[src/rtl/id_ex_stage_if.sv]
// ID/EX pipeline bus: decoded ID-stage fields in, registered EX-stage copies out,
// plus the branch-flush / memory-hold controls and the load-use stall back upstream.
interface id_ex_if #(
    parameter int DW = 32
);
    logic          id_branch_eq;
    logic          id_memread;
    logic          id_memwrite;
    logic          id_memtoreg;
    logic          id_regdst;
    logic          id_regwrite;
    logic          id_alusrc;
    logic [1:0]    id_aluop;
    logic [DW-1:0] id_rd1;
    logic [DW-1:0] id_rd2;
    logic [DW-1:0] id_imm;
    logic [DW-1:0] id_pc_plus4;
    logic [4:0]    id_rs;
    logic [4:0]    id_rt;
    logic [4:0]    id_rd;

    logic          flush;
    logic          hold;

    logic          ex_branch_eq;
    logic          ex_memread;
    logic          ex_memwrite;
    logic          ex_memtoreg;
    logic          ex_regdst;
    logic          ex_regwrite;
    logic          ex_alusrc;
    logic [1:0]    ex_aluop;
    logic [DW-1:0] ex_rd1;
    logic [DW-1:0] ex_rd2;
    logic [DW-1:0] ex_imm;
    logic [DW-1:0] ex_pc_plus4;
    logic [4:0]    ex_rs;
    logic [4:0]    ex_rt;
    logic [4:0]    ex_rd;

    logic          stall;

    // Upstream side: control unit, register file and branch/memory logic.
    modport master (
        output id_branch_eq, id_memread, id_memwrite, id_memtoreg,
               id_regdst, id_regwrite, id_alusrc, id_aluop,
               id_rd1, id_rd2, id_imm, id_pc_plus4, id_rs, id_rt, id_rd,
               flush, hold,
        input  ex_branch_eq, ex_memread, ex_memwrite, ex_memtoreg,
               ex_regdst, ex_regwrite, ex_alusrc, ex_aluop,
               ex_rd1, ex_rd2, ex_imm, ex_pc_plus4, ex_rs, ex_rt, ex_rd,
               stall
    );

    // The ID/EX register itself.
    modport slave (
        input  id_branch_eq, id_memread, id_memwrite, id_memtoreg,
               id_regdst, id_regwrite, id_alusrc, id_aluop,
               id_rd1, id_rd2, id_imm, id_pc_plus4, id_rs, id_rt, id_rd,
               flush, hold,
        output ex_branch_eq, ex_memread, ex_memwrite, ex_memtoreg,
               ex_regdst, ex_regwrite, ex_alusrc, ex_aluop,
               ex_rd1, ex_rd2, ex_imm, ex_pc_plus4, ex_rs, ex_rt, ex_rd,
               stall
    );
endinterface

[src/rtl/id_ex_stage.sv]
// ID/EX pipeline register with load-use hazard detection, bubble injection,
// branch flush, global hold and a saturating bubble counter.
module id_ex_stage #(
    parameter int DW = 32,
    parameter int CW = 16
) (
    input  logic          clk,
    input  logic          reset,
    id_ex_if.slave        bus,
    output logic [CW-1:0] bubble_cnt
);

    typedef struct packed {
        logic       branch_eq;
        logic       memread;
        logic       memwrite;
        logic       memtoreg;
        logic       regdst;
        logic       regwrite;
        logic       alusrc;
        logic [1:0] aluop;
    } ctrl_t;

    typedef struct packed {
        logic [DW-1:0] rd1;
        logic [DW-1:0] rd2;
        logic [DW-1:0] imm;
        logic [DW-1:0] pc_plus4;
        logic [4:0]    rs;
        logic [4:0]    rt;
        logic [4:0]    rd;
    } data_t;

    ctrl_t         id_ctrl;
    data_t         id_data;
    ctrl_t         ctrl_d, ctrl_q;
    data_t         data_d, data_q;
    logic [CW-1:0] cnt_d, cnt_q;
    logic [CW-1:0] cnt_inc;
    logic          rt_used;
    logic          hazard;

    assign id_ctrl = {bus.id_branch_eq, bus.id_memread, bus.id_memwrite, bus.id_memtoreg,
                      bus.id_regdst, bus.id_regwrite, bus.id_alusrc, bus.id_aluop};
    assign id_data = {bus.id_rd1, bus.id_rd2, bus.id_imm, bus.id_pc_plus4,
                      bus.id_rs, bus.id_rt, bus.id_rd};

    // rt is a source for R-type, sw and beq; for lw it is the destination.
    assign rt_used = bus.id_regdst | bus.id_memwrite | bus.id_branch_eq;
    assign hazard  = ctrl_q.memread && (data_q.rt != 5'd0) &&
                     ((data_q.rt == bus.id_rs) || (rt_used && (data_q.rt == bus.id_rt)));

    // Hold does not mask the stall: upstream must stay frozen until the bubble goes in.
    assign bus.stall = hazard & ~reset & ~bus.flush;

    assign cnt_inc = (&cnt_q) ? cnt_q : cnt_q + CW'(1);

    // NOTE: every always_comb output is defaulted first, so no path can infer a latch.
    always_comb begin
        ctrl_d = ctrl_q;
        data_d = data_q;
        cnt_d  = cnt_q;
        if (bus.flush) begin
            ctrl_d = '0;
            data_d = '0;
            cnt_d  = cnt_inc;
        end else if (bus.hold) begin
            ctrl_d = ctrl_q;
        end else if (hazard) begin
            ctrl_d = '0;
            data_d = id_data;
            cnt_d  = cnt_inc;
        end else begin
            ctrl_d = id_ctrl;
            data_d = id_data;
        end
    end

    // NOTE: sequential state uses non-blocking assignments so all registers update together.
    always_ff @(posedge clk) begin
        if (reset) begin
            ctrl_q <= '0;
            data_q <= '0;
            cnt_q  <= '0;
        end else begin
            ctrl_q <= ctrl_d;
            data_q <= data_d;
            cnt_q  <= cnt_d;
        end
    end

    assign bus.ex_branch_eq = ctrl_q.branch_eq;
    assign bus.ex_memread   = ctrl_q.memread;
    assign bus.ex_memwrite  = ctrl_q.memwrite;
    assign bus.ex_memtoreg  = ctrl_q.memtoreg;
    assign bus.ex_regdst    = ctrl_q.regdst;
    assign bus.ex_regwrite  = ctrl_q.regwrite;
    assign bus.ex_alusrc    = ctrl_q.alusrc;
    assign bus.ex_aluop     = ctrl_q.aluop;
    assign bus.ex_rd1       = data_q.rd1;
    assign bus.ex_rd2       = data_q.rd2;
    assign bus.ex_imm       = data_q.imm;
    assign bus.ex_pc_plus4  = data_q.pc_plus4;
    assign bus.ex_rs        = data_q.rs;
    assign bus.ex_rt        = data_q.rt;
    assign bus.ex_rd        = data_q.rd;
    assign bubble_cnt       = cnt_q;

endmodule

[src/flat_wrapper.sv]
// flat-port wrapper written by rule: the top's interface ports become plain ports
module id_ex_stage_flat 
#(
    parameter int DW = 32,
    parameter int CW = 16
)
  (clk, reset, bubble_cnt, bus_id_branch_eq, bus_id_memread, bus_id_memwrite, bus_id_memtoreg, bus_id_regdst, bus_id_regwrite, bus_id_alusrc, bus_id_aluop, bus_id_rd1, bus_id_rd2, bus_id_imm, bus_id_pc_plus4, bus_id_rs, bus_id_rt, bus_id_rd, bus_flush, bus_hold, bus_ex_branch_eq, bus_ex_memread, bus_ex_memwrite, bus_ex_memtoreg, bus_ex_regdst, bus_ex_regwrite, bus_ex_alusrc, bus_ex_aluop, bus_ex_rd1, bus_ex_rd2, bus_ex_imm, bus_ex_pc_plus4, bus_ex_rs, bus_ex_rt, bus_ex_rd, bus_stall);
  id_ex_if #(.DW(DW)) bus_i ();
  input  logic clk;
  input  logic reset;
  output logic [CW-1:0] bubble_cnt;
  input wire logic [$bits(bus_i.id_branch_eq)-1:0] bus_id_branch_eq;
  input wire logic [$bits(bus_i.id_memread)-1:0] bus_id_memread;
  input wire logic [$bits(bus_i.id_memwrite)-1:0] bus_id_memwrite;
  input wire logic [$bits(bus_i.id_memtoreg)-1:0] bus_id_memtoreg;
  input wire logic [$bits(bus_i.id_regdst)-1:0] bus_id_regdst;
  input wire logic [$bits(bus_i.id_regwrite)-1:0] bus_id_regwrite;
  input wire logic [$bits(bus_i.id_alusrc)-1:0] bus_id_alusrc;
  input wire logic [$bits(bus_i.id_aluop)-1:0] bus_id_aluop;
  input wire logic [$bits(bus_i.id_rd1)-1:0] bus_id_rd1;
  input wire logic [$bits(bus_i.id_rd2)-1:0] bus_id_rd2;
  input wire logic [$bits(bus_i.id_imm)-1:0] bus_id_imm;
  input wire logic [$bits(bus_i.id_pc_plus4)-1:0] bus_id_pc_plus4;
  input wire logic [$bits(bus_i.id_rs)-1:0] bus_id_rs;
  input wire logic [$bits(bus_i.id_rt)-1:0] bus_id_rt;
  input wire logic [$bits(bus_i.id_rd)-1:0] bus_id_rd;
  input wire logic [$bits(bus_i.flush)-1:0] bus_flush;
  input wire logic [$bits(bus_i.hold)-1:0] bus_hold;
  output wire logic [$bits(bus_i.ex_branch_eq)-1:0] bus_ex_branch_eq;
  output wire logic [$bits(bus_i.ex_memread)-1:0] bus_ex_memread;
  output wire logic [$bits(bus_i.ex_memwrite)-1:0] bus_ex_memwrite;
  output wire logic [$bits(bus_i.ex_memtoreg)-1:0] bus_ex_memtoreg;
  output wire logic [$bits(bus_i.ex_regdst)-1:0] bus_ex_regdst;
  output wire logic [$bits(bus_i.ex_regwrite)-1:0] bus_ex_regwrite;
  output wire logic [$bits(bus_i.ex_alusrc)-1:0] bus_ex_alusrc;
  output wire logic [$bits(bus_i.ex_aluop)-1:0] bus_ex_aluop;
  output wire logic [$bits(bus_i.ex_rd1)-1:0] bus_ex_rd1;
  output wire logic [$bits(bus_i.ex_rd2)-1:0] bus_ex_rd2;
  output wire logic [$bits(bus_i.ex_imm)-1:0] bus_ex_imm;
  output wire logic [$bits(bus_i.ex_pc_plus4)-1:0] bus_ex_pc_plus4;
  output wire logic [$bits(bus_i.ex_rs)-1:0] bus_ex_rs;
  output wire logic [$bits(bus_i.ex_rt)-1:0] bus_ex_rt;
  output wire logic [$bits(bus_i.ex_rd)-1:0] bus_ex_rd;
  output wire logic [$bits(bus_i.stall)-1:0] bus_stall;
  assign bus_i.id_branch_eq = bus_id_branch_eq;
  assign bus_i.id_memread = bus_id_memread;
  assign bus_i.id_memwrite = bus_id_memwrite;
  assign bus_i.id_memtoreg = bus_id_memtoreg;
  assign bus_i.id_regdst = bus_id_regdst;
  assign bus_i.id_regwrite = bus_id_regwrite;
  assign bus_i.id_alusrc = bus_id_alusrc;
  assign bus_i.id_aluop = bus_id_aluop;
  assign bus_i.id_rd1 = bus_id_rd1;
  assign bus_i.id_rd2 = bus_id_rd2;
  assign bus_i.id_imm = bus_id_imm;
  assign bus_i.id_pc_plus4 = bus_id_pc_plus4;
  assign bus_i.id_rs = bus_id_rs;
  assign bus_i.id_rt = bus_id_rt;
  assign bus_i.id_rd = bus_id_rd;
  assign bus_i.flush = bus_flush;
  assign bus_i.hold = bus_hold;
  assign bus_ex_branch_eq = bus_i.ex_branch_eq;
  assign bus_ex_memread = bus_i.ex_memread;
  assign bus_ex_memwrite = bus_i.ex_memwrite;
  assign bus_ex_memtoreg = bus_i.ex_memtoreg;
  assign bus_ex_regdst = bus_i.ex_regdst;
  assign bus_ex_regwrite = bus_i.ex_regwrite;
  assign bus_ex_alusrc = bus_i.ex_alusrc;
  assign bus_ex_aluop = bus_i.ex_aluop;
  assign bus_ex_rd1 = bus_i.ex_rd1;
  assign bus_ex_rd2 = bus_i.ex_rd2;
  assign bus_ex_imm = bus_i.ex_imm;
  assign bus_ex_pc_plus4 = bus_i.ex_pc_plus4;
  assign bus_ex_rs = bus_i.ex_rs;
  assign bus_ex_rt = bus_i.ex_rt;
  assign bus_ex_rd = bus_i.ex_rd;
  assign bus_stall = bus_i.stall;
  id_ex_stage #(.DW(DW), .CW(CW)) u_core (.clk(clk), .reset(reset), .bus(bus_i), .bubble_cnt(bubble_cnt));
endmodule
[config.mk]
export PLATFORM = sky130hd
export DESIGN_NAME = id_ex_stage_flat
export DESIGN_NICKNAME = d
export VERILOG_FILES = /design/src/rtl/id_ex_stage_if.sv /design/src/rtl/id_ex_stage.sv /design/src/flat_wrapper.sv
export SDC_FILE = /design/constraint.sdc
export NUM_CORES = 1
export LEC_CHECK = 0
export ABC_CLOCK_PERIOD_IN_PS = 2280
export BUFFER_PORTS_ARGS = -buffer_cell sky130_fd_sc_hd__buf_4
export CAP_MARGIN = 25
export CORE_ASPECT_RATIO = 0.75
export CORE_MARGIN = 2
export CORE_UTILIZATION = 45
export CTS_CLUSTER_DIAMETER = 50
export CTS_CLUSTER_SIZE = 25
export DETAILED_ROUTE_END_ITERATION = 16
export PLACE_DENSITY = 0.79
export SYNTH_ARGS = -nofsm -noshare
export SYNTH_HDL_FRONTEND = slang
export SYNTH_SLANG_ARGS = --single-unit
[constraint.sdc]
create_clock -name clk -period 2.28 [get_ports clk]
set_clock_uncertainty 0.1 [all_clocks]
set_input_delay 0.114 -clock clk [delete_from_list [all_inputs] [get_ports clk]]
set_output_delay 0.114 -clock clk [all_outputs]
set_load 0.01 [all_outputs]
# [Yosys cells after proc, flatten, opt, wreduce, memory -nomap -nowiden]
# Cells that the tools add are included.
[totals] regBits=168 latchBits=0 ram_bits=0 romBits=0 in_bits=156 out_inout_bits=169 mem_count=0
[classes] n_addsub=1 n_mul=0 n_div=0 magnitude_cmp=0 eq_ne=3 n_shift=0 muxes=5 bitwise=6 reduce_logical=9
[ops] operator="16-bit two-way mux" count=4
[ops] operator="16-bit by 1-bit adder with 16-bit output (second input constant)" count=1
[ops] operator="16-bit AND reduction" count=1
[ops] operator="5-bit equality test" count=2
[ops] operator="9-bit two-way mux" count=1
[ops] operator="5-bit nonzero test" count=1
[ops] operator="1-bit logical AND" count=3
[ops] operator="1-bit bitwise AND" count=2
[ops] operator="2-bit != test (second input constant)" count=1
[ops] operator="1-bit NOT" count=2
[ops] operator="1-bit bitwise OR" count=2
[ops] operator="2-bit AND reduction" count=1
[ops] operator="2-bit nonzero test" count=1
[ops] operator="2-bit OR reduction" count=1
[ops] operator="1-bit logical OR" count=1

# [Depth between registers and ports, before layout]
[depth] word_depth=8 ltp_mapped=8 mapped_depth_nobuf=7

# [Worst setup path after synthesis]
# Ideal clock, no wire load.
[synth_timing] kind="flip-flop to flip-flop" startpoint="register u_core.cnt_q[0], in the netlist u_core.bubble_cnt[0]" endpoint="register u_core.cnt_q[1], in the netlist u_core.bubble_cnt[1]" setup_ns=0.128 t_arrival_ns=1.940 required_ns=2.052 setup_slack_ns=0.113 stages_incl_launch_ff=9 n_path_buf=1 synth_period_minus_slack_ns=2.167 path_cell_list="dfxtp_1 > ha_1 > nand4_2 > nor3_2 > nand2_1 > a22oi_4 > buf_6 > mux2i_1 > nor2_1"
[synth_via] elab_chain_len=5 elab_cells_between_ends=6 cone_classes="add/sub (1); mux (4); reduce/logical (1)"
[synth_rtl] item="start: declaration" line_no="id_ex_stage.sv:38" source="logic [CW-1:0] cnt_d, cnt_q;"
[synth_rtl] item="start signal: assignment" line_no="id_ex_stage.sv:88" source="cnt_q <= cnt_d;"
[synth_rtl] item="16-bit by 1-bit adder with 16-bit output or 16-bit AND reduction (tied branches)" line_no="id_ex_stage.sv:56" source="assign cnt_inc = (&cnt_q) ? cnt_q : cnt_q + CW'(1);"
[synth_rtl] item="16-bit two-way mux (*)" line_no="id_ex_stage.sv:56"
[synth_rtl] item="16-bit two-way mux" line_no="id_ex_stage.sv:69" source="end else if (hazard) begin"
[synth_rtl] item="16-bit two-way mux" line_no="id_ex_stage.sv:67" source="end else if (bus.hold) begin"
[synth_rtl] item="16-bit two-way mux (*)" line_no="id_ex_stage.sv:63" source="if (bus.flush) begin"
# Mark *: on every way between the ends. The rest lies on a longest branch, timed or not. The select of a mux whose other input is x is not followed.
# A chain may end at the register's enable or synchronous reset.

# [Worst setup path after layout]
[layout_timing] startpoint="input bus_id_rt[1]" endpoint="register u_core.cnt_q[14], in the netlist u_core.bubble_cnt[14]"
[layout_via] elab_chain_len=6
[layout_rtl] item="start: declaration" line_no="flat_wrapper.sv:25" source="input wire logic [$bits(bus_i.id_rt)-1:0] bus_id_rt;"
[layout_rtl] item="5-bit equality test" line_no="id_ex_stage.sv:51" source="((data_q.rt == bus.id_rs) || (rt_used && (data_q.rt == bus.id_rt)));"
[layout_rtl] item="1-bit logical AND" line_no="id_ex_stage.sv:51"
[layout_rtl] item="1-bit logical OR" line_no="id_ex_stage.sv:51"
[layout_rtl] item="1-bit logical AND" line_no="id_ex_stage.sv:50" source="assign hazard = ctrl_q.memread && (data_q.rt != 5'd0) &&"
[layout_rtl] item="2-bit nonzero test (no source line)"
[layout_rtl] item="2-bit AND reduction (no source line)"
# No other way between the ends.

==> results.toml <==
[global_routing]
grt_usage_pct = 29.0
grt_use_met1_pct = 30.6
grt_max_degree = 57
grt_pass1_vias = 6532
grt_pass1_wl_mm = 33.8
grtUsageMet3_pct = 8.04
antenna_found_initial = 0
busiest_layer = "met2"
grt.met2_usage_pct = 53.2
grt_overflow = 0

[sta]
setup_violations = 0
worstMarginPinSlew_ps = 561
max_freq_mhz = 470
grt_setup_unrepaired = "false"
fin_crit_sh_pct = 93.3
fin_crit_ps = 2130
timing.slew.headroom_pct = 62.3
finalHoldViolations = 0
drv_slew = 0
setup_tns_ps = 0

[min_path]
hold_path_depth = 4
min_path_type = "in -> reg"
min_to = "u_core.bubble_cnt[1]"
hp-start = "bus_flush"

[critical_path]
cp-end-kind = "flip-flop"
start_kind = "input port"
timing.rr.end = "u_core.bubble_cnt[14]"
critPathRequiredTime_ps = 2520
cp_max_fo = 12
critPathKind = "in -> reg"
arrival_ps = 2360
timing.rr.start = "u_core.bus.ex_rt[2]"
reg2regPathDepth = 6
r2r_slack_ps = 160

[yosys]
syn_area_per_cell_sq_um = 10.4
synth_top_area_cell = "dfxtp_1"
ys_types = 38
syn_area_sq_um = 6320
synth_edf_count = 0
ys_seq_elements = 168
synth_commonest_cells = "168 x dfxtp_1, 155 x nor2_1, 153 x mux2i_1"
ys_warn_count = 0
synthesis.nets = 767
synth.area.top_cells = "dfxtp_1 53%, mux2i_1 24%, nor2_1 9.2%"
synth_cells = 610
synthMostInstantiatedCell = "dfxtp_1"
synth_ff_type = "dfxtp_1"
synth_seq_area_share_pct = 53.2
synth_top_area_share_pct = 53.2
synth-async-reset-ratio_pct = 0

[routing]
via_count = 6305
wire_per_inst_microns = 17.7
vias_per_cell = 4.98
wl_mm = 22.4
drc = 0
ant_nets = 0
firstDrtPassIters = 4
first_iter_violations = 438

[final_layout]
postLayoutCellArea_sq_um = 11100
final_nets = 1236
area_delta_synth_final_pct = 75.5
drive_above_1_share_pct = 34.8
antennaDiodeCount = 0

[clock_network]
clockBufferDepth = 2
clkTransAtPathRegs_ps = 60
insertion_delay_ps = 420
clock_sink_count = 168
htreeDepth = 4
cts_tree = "built"
clockRootBuffer = "clkbuf_16"
numCtsBuffers = 17

[floorplanning]
initial_utilization_pct = 46.1
coreArea_sq_um = 13700
die_y_microns = 107
num_rows = 37
dieArea_sq_um = 15000
die_w_microns = 141
design.portCount = 325

[power]
ir_worst_vdd_mv = 0.538
p_per_area_nw_per_um2 = 634
cellLeakagePower_uw = 0.00531

[run]
cap_violations = 0

[place]
gp_congestion = 0.785
numPortBuffers = 324
dp_hpwl_mm = 13.1
placed_area_sq_um = 8960

[run_status]
status = "completed"
-- cell type report --
class	count	area (sq um)
timing repair buffer	489	4120
multi-input combinational	400	2790
clock inverter	9	126
tap	175	219
inverter	3	11.3
clock buffer	21	450
fill	754	2620
sequential	168	3360
-- cells by family (layout without fill, tap and decap cells) --
logic type | Yosys count | in the layout | share of synthesized area (%)
simple gates | 200 | 200 | 13.8
flops | 168 | 168 | 53.2
mux | 153 | 153 | 24.2
buf+inv | 42 | 522 | 2.81
compound gates | 35 | 35 | 4.16
xor+xnor | 11 | 11 | 1.53
fa+ha+maj | 1 | 1 | 0.198
-- flip-flops by register name, summed over array words and instances, names as in the netlist --
register / count
u_core.bus.ex_rt: 5
u_core.bus.ex_rd: 5
u_core.bus.ex_rd2: 32
u_core.bus.ex_pc_plus4: 32
u_core.bus.ex_memwrite: 1
u_core.bus.ex_memtoreg: 1
u_core.bus.ex_regwrite: 1
u_core.bus.ex_aluop: 2
u_core.bubble_cnt: 16
u_core.bus.ex_rd1: 32
u_core.bus.ex_memread: 1
u_core.bus.ex_alusrc: 1
u_core.bus.ex_branch_eq: 1
u_core.bus.ex_imm: 32
u_core.bus.ex_regdst: 1
u_core.bus.ex_rs: 5
-- worst max-delay path, cell delays in order --
cell and delay (ps):
dlygate4sd3_1 540, buf_4 150, xnor2_1 180, o31ai_1 170, o22ai_4 290, a21oi_4 150
or4_1 560, a221oi_2 210
-- per-stage QoR --
stage                     setup WS (ps)  instances  hold slack (ps)  util (%)  power [uW]
after floorplan                     113        610              158         -        3510
after global placement              181       1082              243      65.4        3940
after detailed placement            138       1082              250      65.4        3950
after CTS                           111       1265             38.8      80.8        7010
after global routing               46.7       1265             65.7      80.9        7260
final                               153       1265             68.1      80.9        7030
-- worst max path at each step --
stage / startpoint / end / slack, ps / depth (start not counted)
floorplan: u_core.bubble_cnt[0] / u_core.bubble_cnt[1] / 110 / 8
global placement: u_core.bus.ex_rt[0] / u_core.bubble_cnt[14] / 180 / 6
detailed placement: u_core.bus.ex_rt[0] / u_core.bubble_cnt[14] / 140 / 6
CTS: u_core.bus.ex_rt[0] / u_core.bubble_cnt[14] / 110 / 6
global route: u_core.bubble_cnt[1] / u_core.bubble_cnt[0] / 50 / 8
finish: bus_id_rt[1] / u_core.bubble_cnt[14] / 150 / 8
-- layout by cell type (no fill, tap or decap), drive strengths merged --
master and instances:
buf 335, dfxtp 168, nor2 156, mux2i 153, dlygate4sd3 153, clkbuf 22, a21oi 14, xnor2 10
or4 8, nand3 8, o31ai 7, or3 7, nand2 7, o21ai 7, nand4 5, clkinv 5
inv 3, bufinv 3, nor3 3, or2 2, and4 2, o22ai 1, nor3b 1, a21o 1
a221oi 1, a2111o 1, o41ai 1, or4b 1, a211oi 1, a22oi 1, xor2 1, ha 1
clkinvlp 1
-- report_power, final --
group	leakage, uW	total (uW)	internal, uW	switching, uW
Clock	0.000283	2880	1730	1150
Sequential	0.00137	3090	3030	59.0
Combinational	0.00366	1060	625	435
Total	0.00531	7030	5390	1640
-- timing repair --
action                                  in CTS  in global routing
endpoints found under the setup margin       0                  2
hold buffers                               153                  0
setup buffers                                0                  0
endpoints found under the hold margin      168                  0
gates resized for setup                      0                  3
-- routing by layer --
layer / part of all wire, % / wire length (microns)
met1: 37 / 8380
met2: 52 / 11700
met3: 6.7 / 1500
met4: 3.7 / 820
met5: 0 / 0
Note: power is estimated with default switching activity, not from simulation.
